===== src/rtl/snes_region_pkg.sv =====
// Shared mode/state encodings and decode helpers for the SNES reset-button
// region controller.
package snes_region_pkg;

    typedef enum logic [1:0] {
        MODE_NTSC = 2'b00,
        MODE_PAL  = 2'b01,
        MODE_PALP = 2'b10,
        MODE_BAD  = 2'b11
    } mode_t;

    typedef enum logic [2:0] {
        ST_BOOT    = 3'd0,
        ST_IDLE    = 3'd1,
        ST_PRESSED = 3'd2,
        ST_SELECT  = 3'd3,
        ST_COMMIT  = 3'd4
    } state_t;

    // LED patterns are {red, green}
    localparam logic [1:0] LED_OFF  = 2'b00;
    localparam logic [1:0] LED_NTSC = 2'b01;
    localparam logic [1:0] LED_PAL  = 2'b10;
    localparam logic [1:0] LED_PALP = 2'b11;

    localparam int MS_W = 11;

    function automatic mode_t mode_sanitize(input logic [1:0] raw);
        mode_t m;
        m = (raw == 2'b11) ? MODE_NTSC : mode_t'(raw);
        return m;
    endfunction

    function automatic mode_t mode_next(input mode_t m);
        mode_t n;
        case (m)
            MODE_NTSC: n = MODE_PAL;
            MODE_PAL:  n = MODE_PALP;
            default:   n = MODE_NTSC;
        endcase
        return n;
    endfunction

    function automatic logic [1:0] mode_led(input mode_t m);
        logic [1:0] l;
        case (m)
            MODE_PAL:  l = LED_PAL;
            MODE_PALP: l = LED_PALP;
            default:   l = LED_NTSC;
        endcase
        return l;
    endfunction

    function automatic logic mode_pal(input mode_t m);
        return (m == MODE_PAL) || (m == MODE_PALP);
    endfunction

    function automatic logic mode_patch(input mode_t m);
        return (m == MODE_PALP);
    endfunction

endpackage


===== src/rtl/snes_btn_debounce.sv =====
// Millisecond tick generator plus synchronizer and debouncer for the
// active-low console reset button; btn is 1 while the button is pressed.
module snes_btn_debounce #(
    parameter int TICK_DIV = 21477,
    parameter int DEB_MS   = 16
) (
    input  logic clk,
    input  logic rst,
    input  logic nrst_btn,
    output logic tick,
    output logic btn
);

    localparam int DIV_W = (TICK_DIV > 1) ? $clog2(TICK_DIV) : 1;
    localparam int DEB_W = (DEB_MS > 1) ? $clog2(DEB_MS) : 1;

    logic [DIV_W-1:0] div_cnt;
    logic [1:0]       sync;
    logic [DEB_W-1:0] deb_cnt;

    assign tick = (div_cnt == DIV_W'(TICK_DIV - 1));

    always_ff @(posedge clk or posedge rst) begin
        if (rst) begin
            div_cnt <= '0;
        end else begin
            div_cnt <= tick ? '0 : div_cnt + 1'b1;
        end
    end

    always_ff @(posedge clk or posedge rst) begin
        if (rst) begin
            sync <= 2'b00;
        end else begin
            sync <= {sync[0], ~nrst_btn};
        end
    end

    // Any sample that agrees with btn restarts the stability window
    always_ff @(posedge clk or posedge rst) begin
        if (rst) begin
            deb_cnt <= '0;
            btn     <= 1'b0;
        end else if (sync[1] == btn) begin
            deb_cnt <= '0;
        end else if (tick) begin
            if (deb_cnt == DEB_W'(DEB_MS - 1)) begin
                btn     <= sync[1];
                deb_cnt <= '0;
            end else begin
                deb_cnt <= deb_cnt + 1'b1;
            end
        end
    end

endmodule


===== src/rtl/snes_region_ctrl.sv =====
// Reset-button region controller: short press resets the console, long press
// cycles the region mode, and the committed mode is decoded for snes_mult_func.
module snes_region_ctrl
    import snes_region_pkg::*;
#(
    parameter int TICK_DIV    = 21477,
    parameter int DEB_MS      = 16,
    parameter int LONG_MS     = 750,
    parameter int CYCLE_MS    = 1000,
    parameter int RST_HOLD_MS = 200
) (
    input  logic       MCLK_i,
    input  logic       RST_i,
    input  logic       NRST_BTN_i,
    input  logic [1:0] DEFAULT_MODE_i,
    output logic       NRST_CONSOLE_o,
    output logic [1:0] MODE_o,
    output logic       PALMODE_o,
    output logic       EN_REGPATCH_o,
    output logic [1:0] LED_o
);

    logic            tick;
    logic            btn;
    logic            btn_q;
    state_t          state;
    logic            boot_load;
    mode_t           mode;
    mode_t           cand;
    logic [MS_W-1:0] ms;
    logic [MS_W-1:0] ms_step;
    logic [7:0]      free_ms;

    snes_btn_debounce #(
        .TICK_DIV (TICK_DIV),
        .DEB_MS   (DEB_MS)
    ) u_deb (
        .clk      (MCLK_i),
        .rst      (RST_i),
        .nrst_btn (NRST_BTN_i),
        .tick     (tick),
        .btn      (btn)
    );

    assign ms_step = (tick && (ms != '1)) ? ms + 1'b1 : ms;

    // Free-running blink timebase; bit 7 gives roughly 4 Hz
    always_ff @(posedge MCLK_i or posedge RST_i) begin
        if (RST_i) begin
            free_ms <= '0;
        end else if (tick) begin
            free_ms <= free_ms + 1'b1;
        end
    end

    always_ff @(posedge MCLK_i or posedge RST_i) begin
        if (RST_i) begin
            state          <= ST_BOOT;
            boot_load      <= 1'b1;
            mode           <= MODE_NTSC;
            cand           <= MODE_NTSC;
            ms             <= '0;
            btn_q          <= 1'b0;
            NRST_CONSOLE_o <= 1'b0;
            MODE_o         <= 2'b00;
            PALMODE_o      <= 1'b0;
            EN_REGPATCH_o  <= 1'b0;
            LED_o          <= LED_OFF;
        end else begin
            btn_q         <= btn;
            ms            <= ms_step;
            MODE_o        <= mode;
            PALMODE_o     <= mode_pal(mode);
            EN_REGPATCH_o <= mode_patch(mode);
            // LEDs stay dark until the power-up mode has actually been loaded
            if (boot_load) begin
                LED_o <= LED_OFF;
            end else if (state == ST_SELECT) begin
                LED_o <= free_ms[7] ? LED_OFF : mode_led(cand);
            end else begin
                LED_o <= mode_led(mode);
            end

            case (state)
                ST_BOOT: begin
                    NRST_CONSOLE_o <= 1'b0;
                    if (boot_load) begin
                        boot_load <= 1'b0;
                        mode      <= mode_sanitize(DEFAULT_MODE_i);
                        ms        <= '0;
                    end else if (ms >= MS_W'(RST_HOLD_MS)) begin
                        state          <= ST_IDLE;
                        NRST_CONSOLE_o <= 1'b1;
                    end
                end
                ST_IDLE: begin
                    NRST_CONSOLE_o <= 1'b1;
                    if (btn && !btn_q) begin
                        state          <= ST_PRESSED;
                        NRST_CONSOLE_o <= 1'b0;
                        ms             <= '0;
                    end
                end
                ST_PRESSED: begin
                    // Release is checked first so a tie counts as a short press
                    if (!btn) begin
                        state          <= ST_IDLE;
                        NRST_CONSOLE_o <= 1'b1;
                    end else if (ms >= MS_W'(LONG_MS)) begin
                        state <= ST_SELECT;
                        cand  <= mode_next(mode);
                        ms    <= '0;
                    end
                end
                ST_SELECT: begin
                    if (!btn) begin
                        state <= ST_COMMIT;
                        mode  <= cand;
                        ms    <= '0;
                    end else if (ms >= MS_W'(CYCLE_MS)) begin
                        cand <= mode_next(cand);
                        ms   <= '0;
                    end
                end
                ST_COMMIT: begin
                    if (ms >= MS_W'(RST_HOLD_MS)) begin
                        state          <= ST_IDLE;
                        NRST_CONSOLE_o <= 1'b1;
                    end
                end
                default: begin
                    state          <= ST_BOOT;
                    boot_load      <= 1'b1;
                    NRST_CONSOLE_o <= 1'b0;
                end
            endcase
        end
    end

endmodule


===== config.mk =====
export PLATFORM = sky130hd
export DESIGN_NAME = snes_region_ctrl
export DESIGN_NICKNAME = d
export VERILOG_FILES = /design/src/rtl/snes_region_pkg.sv /design/src/rtl/snes_btn_debounce.sv /design/src/rtl/snes_region_ctrl.sv
export SDC_FILE = /design/constraint.sdc
export NUM_CORES = 1
export LEC_CHECK = 0
export CORE_AREA = 2 2 76 78
export DETAILED_ROUTE_END_ITERATION = 16
export DIE_AREA = 0 0 78 80
export DONT_BUFFER_PORTS = 1
export PLACE_DENSITY = 0.74
export SYNTH_ARGS = -nofsm -noshare
export SYNTH_HDL_FRONTEND = slang
export SYNTH_HIERARCHICAL = 1
export SYNTH_SLANG_ARGS = --single-unit

===== constraint.sdc =====
create_clock -name MCLK_i -period 3.3 [get_ports MCLK_i]
set_input_delay 0.33 -clock MCLK_i [delete_from_list [all_inputs] [get_ports MCLK_i]]
set_output_delay 0.33 -clock MCLK_i [all_outputs]
set_load 0.02 [all_outputs]

* Word-level counts from Yosys, hierarchy flattened
Index checks and enable logic that the tools add are counted.
Word-level totals: flip-flop bits (word level) 57, output and inout port bits 7, bits of input ports 5
Cells by class: reductions and logical operators 16, bitwise gates (word level) 3, add/subtract/negate cells 4, equality and inequality tests 24, mux-type cells 42, magnitude comparators 3
Operators by type and width (count):
- $mux W11 | 7
- $pmux W11 S4 | 1
- $pmux W2 S2 | 6
- $ge A11 B10 Y1 const B | 2
- $mux W2 | 10
- $mux W3 | 6
- $add A15 B1 Y15 const B | 1
- $eq A15 B15 Y1 const B | 1
- $mux W15 | 1
- $pmux W3 S5 | 1
- $ne A2 B2 Y1 const B | 7
- $mux W4 | 3
- $add A11 B1 Y11 const B | 1
- $ge A11 B8 Y1 const B | 1
- $ne A11 B11 Y1 const B | 1
- $reduce_and A3 Y1 | 3
- $add A8 B1 Y8 const B | 1
- $eq A2 B2 Y1 const B | 3
- $eq A3 B2 Y1 const B | 2
- $ne A2 B1 Y1 const B | 3
- $reduce_bool A2 Y1 | 3
- $mux W1 | 5
- $pmux W1 S5 | 1
- $reduce_and A5 Y1 | 1
- other kinds (16) | 21

* Depth between registers and ports, before layout
depth in word-level cells 6, depth in mapped cells 11, gate-level depth less buffers 9

* By module
Netlist, hierarchy kept.
Modules (own cells, without submodules):
- snes_region_ctrl | cells each 185, area an instance 1850.5 um^2, instances 1, seq. area each 877.1 um^2
- snes_btn_debounce | cells each 97, area an instance 1046.0 um^2, instances 1, seq. area each 550.5 um^2

* Least setup slack after synthesis
Ideal clock, no wire load.
kind register to register, from register u_deb.div_cnt[11], to register ms[6], period minus slack after synthesis 2.478 ns, path buffers 2, setup slack 0.822 ns, cell stages (with the launch flop) 10, arrival 2.359 ns, library setup time 0.118 ns, path through dfrtp_1 -> or4b_4 -> nor4_4 -> buf_2 -> buf_2 -> inv_1 -> nor2_1 -> nand3_1 -> xor2_1 -> nor2_1
Between the ends: cells in the longest elaborated chain, start to end 6
RTL lines:
- from (decl) | RTL line snes_btn_debounce.sv:17 | logic [DIV_W-1:0] div_cnt;
- from (signal assigned) | RTL line snes_btn_debounce.sv:27 | div_cnt <= tick ? '0 : div_cnt + 1'b1;
- $eq A15 B15 Y1 (*) | RTL line snes_btn_debounce.sv:21 | assign tick = (div_cnt == DIV_W'(TICK_DIV - 1));
- via tick | RTL line snes_region_ctrl.sv:23 | logic tick;
- $logic_and A1 B1 Y1 (*) | RTL line snes_region_ctrl.sv:45 | assign ms_step = (tick && (ms != '1)) ? ms + 1'b1 : ms;
- $mux W11 (*) | RTL line snes_region_ctrl.sv:45
- $mux W11, on equally long branches | RTL line snes_region_ctrl.sv:120, snes_region_ctrl.sv:109
- $mux W11, on equally long branches | RTL line snes_region_ctrl.sv:116, snes_region_ctrl.sv:106
- $pmux W11 S4 (*) | RTL line snes_region_ctrl.sv:84 | case (state)
- to (signal assigned) | RTL line snes_region_ctrl.sv:71 | ms <= ms_step;
- to (decl) | RTL line snes_region_ctrl.sv:30 | logic [MS_W-1:0] ms;
Mark *: on every way through the listed nets, which the timed path passes. The rest lies on a longest branch. A chain may end at the register's enable or synchronous reset.

* Worst setup path in the final report
from register u_deb.div_cnt[11], to register u_deb.btn
Between the ends: cells in the longest elaborated chain, start to end 2
RTL lines:
- $eq A15 B15 Y1 | RTL line snes_btn_debounce.sv:21
- via tick | RTL line snes_region_ctrl.sv:23
- $reduce_and A3 Y1 (no line)
- to (signal assigned) | RTL line snes_btn_debounce.sv:48 | btn <= sync[1];
- to (decl) | RTL line snes_btn_debounce.sv:11 | output logic btn
The timed path passes the listed nets, and every way through them passes these cells.

==> results.md <==
- Clk pin slew, worst setup/hold paths: 0.07 ns
- Vias in the first global route: 2031
- Internal cell power: 1.125 mW
- Crit end category: flip-flop
- CTS H-tree lvls: 3
- Total core area: between 5000 and 6000 µm²
- Final Hold Fails: 0
- Commonest cells post-synth: dfrtp_1, nor2_1, nand2_1, xnor2_1
- Status: finished clean
- Initial antenna violation count: 0
- Final wirelength: 5083 µm
- Synth Cell Area: between 2000 and 3000 µm²
- Logic gate share of total power: 1.3%
- Root buffer cell: clkbuf_8
- Port Buffers: 0
- Setup repair bufs after CTS: 0
- Final setup vio count: 0
- Clock Latency Late Sink: 0.33 ns
- Synth warn: 6
- Leak pwr: roughly 1.4 nW
- Drt drc: 0
- Worst EP arrival: 2.64 ns
- Number of flops mapped to enable cells by yosys: 0
- RePlAce Congestion: 0.7894
- FP Rows: 27
- Register-to-Register Path Depth: 5
- Synth top area cells: dfrtp_1, ha_1, xnor2_1
- Max transition margin: 45.58%
- Average cell area after synthesis: 10.27 µm²
- Worst EP required: between 3 and 4 ns
- Worst slew pin tran: 0.8154 ns
- Syn Nets: about 300
- CP delay by family, top: simple AND/OR/NAND/NOR gates
- Total number of vias: between 2000 and 2500
- Clock Skew: 0.01315 ns
- Highest clock rate: 411.2 MHz
- Largest stage delay, worst path: 0.56 ns
- Met1 usage in global routing: 23.92%
- Setup TNS: 0 ns
- Psw: 0.2980 mW
- Total GRT Usage: 18.54%
- Crit-path cells: or4b_4 -> nor4_4 -> buf_4 -> nand4_1 -> mux2_1
- Proportion of layout cells with a drive suffix above 1: 10.00%
- Most used routing layer: met2
- M2 GR Usage: between 20% and 30%
- Yosys top cell area share: around 48%
- DRT Pass-1 Iters: 4
- Pwr per Cell Area: between 400 and 500 nW/µm²
- Largest net degree at the start of global routing: 26
- Die area: ~6200 µm²
- Switching Share: 20.95%
- R2r setup slk: 0.87 ns
- Num CTS Buffers: 9
- GR Overflow Total: 0
- Worst path bufs/invs: 1
- I/O pins: 12
- Final min period: ~2.4 ns
- Synth Flop Type: dfrtp_1
- Register bit total from synthesis: 57
- Nets: 301
- Reg power frac: 49.2%
- Post-CTS Resized: 0
- Max Cap Viol: 0
- Initial Util: 53.59%
- Post-placement worst setup slack: 0.8748 ns
- Most frequent cell after synthesis: dfrtp_1
- Post-Synthesis Cells: 282
- Clk pwr share: 49.5%
- Yosys top cell by area: dfrtp_1
- Slowest CP cell: or4b_4
- Max clock buf depth: 2
- Drt wl/cell: 14.04 µm
- Die width: 78 µm
- Global-route wire length before repair: between 8000 and 9000 µm
- Fin crit share: about three quarters
- Vert. Die Dim: roughly 80 µm
- Crit start category: flip-flop
- Routing usage on met3: 6.109%
- DR iter-0 viols: around 120
- Critical path depth in cells: 5
- HP Class: primary input to async pin
- Fin. max-slew vios: 0
- Via/cell ratio: 5.588
- Final Worst Setup Slack: 0.8679 ns
- Synth-to-Final Area Change: 8.812%
- CTS tree: done
- VDD IR-drop max: 0.0002989 V
- Synth async-reset ratio: 100.0%
- Seq/Total Area, Yosys: around half
- Synth cell types: 50
- Post-DP HPWL: 3477 µm
- Clk sinks: 57
- N_diodes: 0
- Final ANT Viol Nets: 0
- Crit Path Class: flip-flop to flip-flop
- Maximum fanout along the worst path: 19
- RSZ-0062 raised after global routing: false
[worst paths after layout]
check / start / to
worst max register to register: u_deb/div_cnt[11] / u_deb/btn
max in group asynchronous: RST_i / ms[2]
worst min register to register: u_deb/sync[0] / u_deb/sync[1]
worst max-delay path: u_deb/div_cnt[11] / u_deb/btn
worst min-delay path: RST_i / u_deb/div_cnt[14]
min in group MCLK_i: NRST_BTN_i / u_deb/sync[0]
[logic make-up (layout without fill, tap and decap cells)]
kind of cell | Yosys count | in the layout | synth area share [%]
mux | 9 | 9 | 3.197
buf+inv | 26 | 34 | 4.362
flops | 57 | 57 | 49.29
fa+ha+maj | 11 | 11 | 4.752
simple gates | 109 | 109 | 19.70
compound gates | 43 | 43 | 10.54
xor+xnor | 27 | 27 | 8.164
[state kept, by name (all words and copies together) (netlist names)]
register,flops
u_deb/div_cnt,15
NRST_CONSOLE_o,1
boot_load,1
PALMODE_o,1
u_deb/sync,2
u_deb/btn,1
EN_REGPATCH_o,1
u_deb/deb_cnt,4
LED_o,2
cand,2
mode,2
ms,11
MODE_o,2
free_ms,8
state,3
btn_q,1
[power groups by stage]
stage,clock [mW],sequential (mW),combinational (mW)
floorplan,0,0.713,0.0134
global placement,0,0.713,0.0184
detailed placement,0,0.713,0.0189
CTS,0.718,0.700,0.0198
global route,0.756,0.700,0.0227
finish,0.704,0.700,0.0187
[metrics by stage]
stage          total power [mW]  area [µm²]  hold WS [ns]  util, %  instances
2_1_floorplan            0.7268        2897        0.3192        -        282
5_1_grt                   1.478        3152       0.02672    58.31        362
3_3_place_gp             0.7319        2932        0.2174    54.24        345
6_report                  1.423        3152       0.04558    58.31        362
4_1_cts                   1.439        3152       0.03450    58.31        362
3_5_place_dp             0.7323        2932        0.2304    54.24        345
[layout make-up]
class                   count  area [µm²]
fillers                   464        2253
inverters                  15       56.30
flip-flops and latches     57        1428
clock inverters             6       82.58
clock buffers              10       127.6
multi-input cells         199        1343
repair buffers              3       25.02
well taps                  72       90.09
[what timing repair did]
action | in CTS | in global routing
hold buffers | 1 | 0
setup endpoints to repair | 0 | 0
endpoints found under the hold margin | 9 | 0
[placed cells by master (no fill, tap or decap), types with 2 or more instances in the layout]
cell	netlist	layout
xor2_1	12	12
and3_1	7	7
nor3b_1	3	3
nand3_1	14	14
a211oi_1	2	2
ha_1	11	11
xnor2_1	15	15
inv_1	14	14
o311a_1	2	2
bufinv_16	0	2
a31oi_1	4	4
buf_4	2	2
mux2i_1	7	7
dfrtp_1	56	56
nand2b_1	3	3
o211a_1	2	2
o2111ai_1	2	2
clkinv_2	0	3
a21oi_1	12	12
o21ai_0	7	7
nand3b_1	3	3
clkbuf_8	0	9
nor2b_1	2	2
nor2_1	34	34
nand4_1	9	9
a41oi_1	2	2
nand2_1	19	19
nor3_1	6	6
o31ai_1	2	2
[routing by layer]
| layer | vias to the layer above | share of wire (%) |
|---|---|---|
| met2 | 32 | 48 |
| li1 | 994 | - |
| met3 | 4 | 3.2 |
| met1 | 993 | 48 |
| met4 | 0 | 0.79 |
| met5 | - | 0 |
Power figures use the tool's default switching activity.
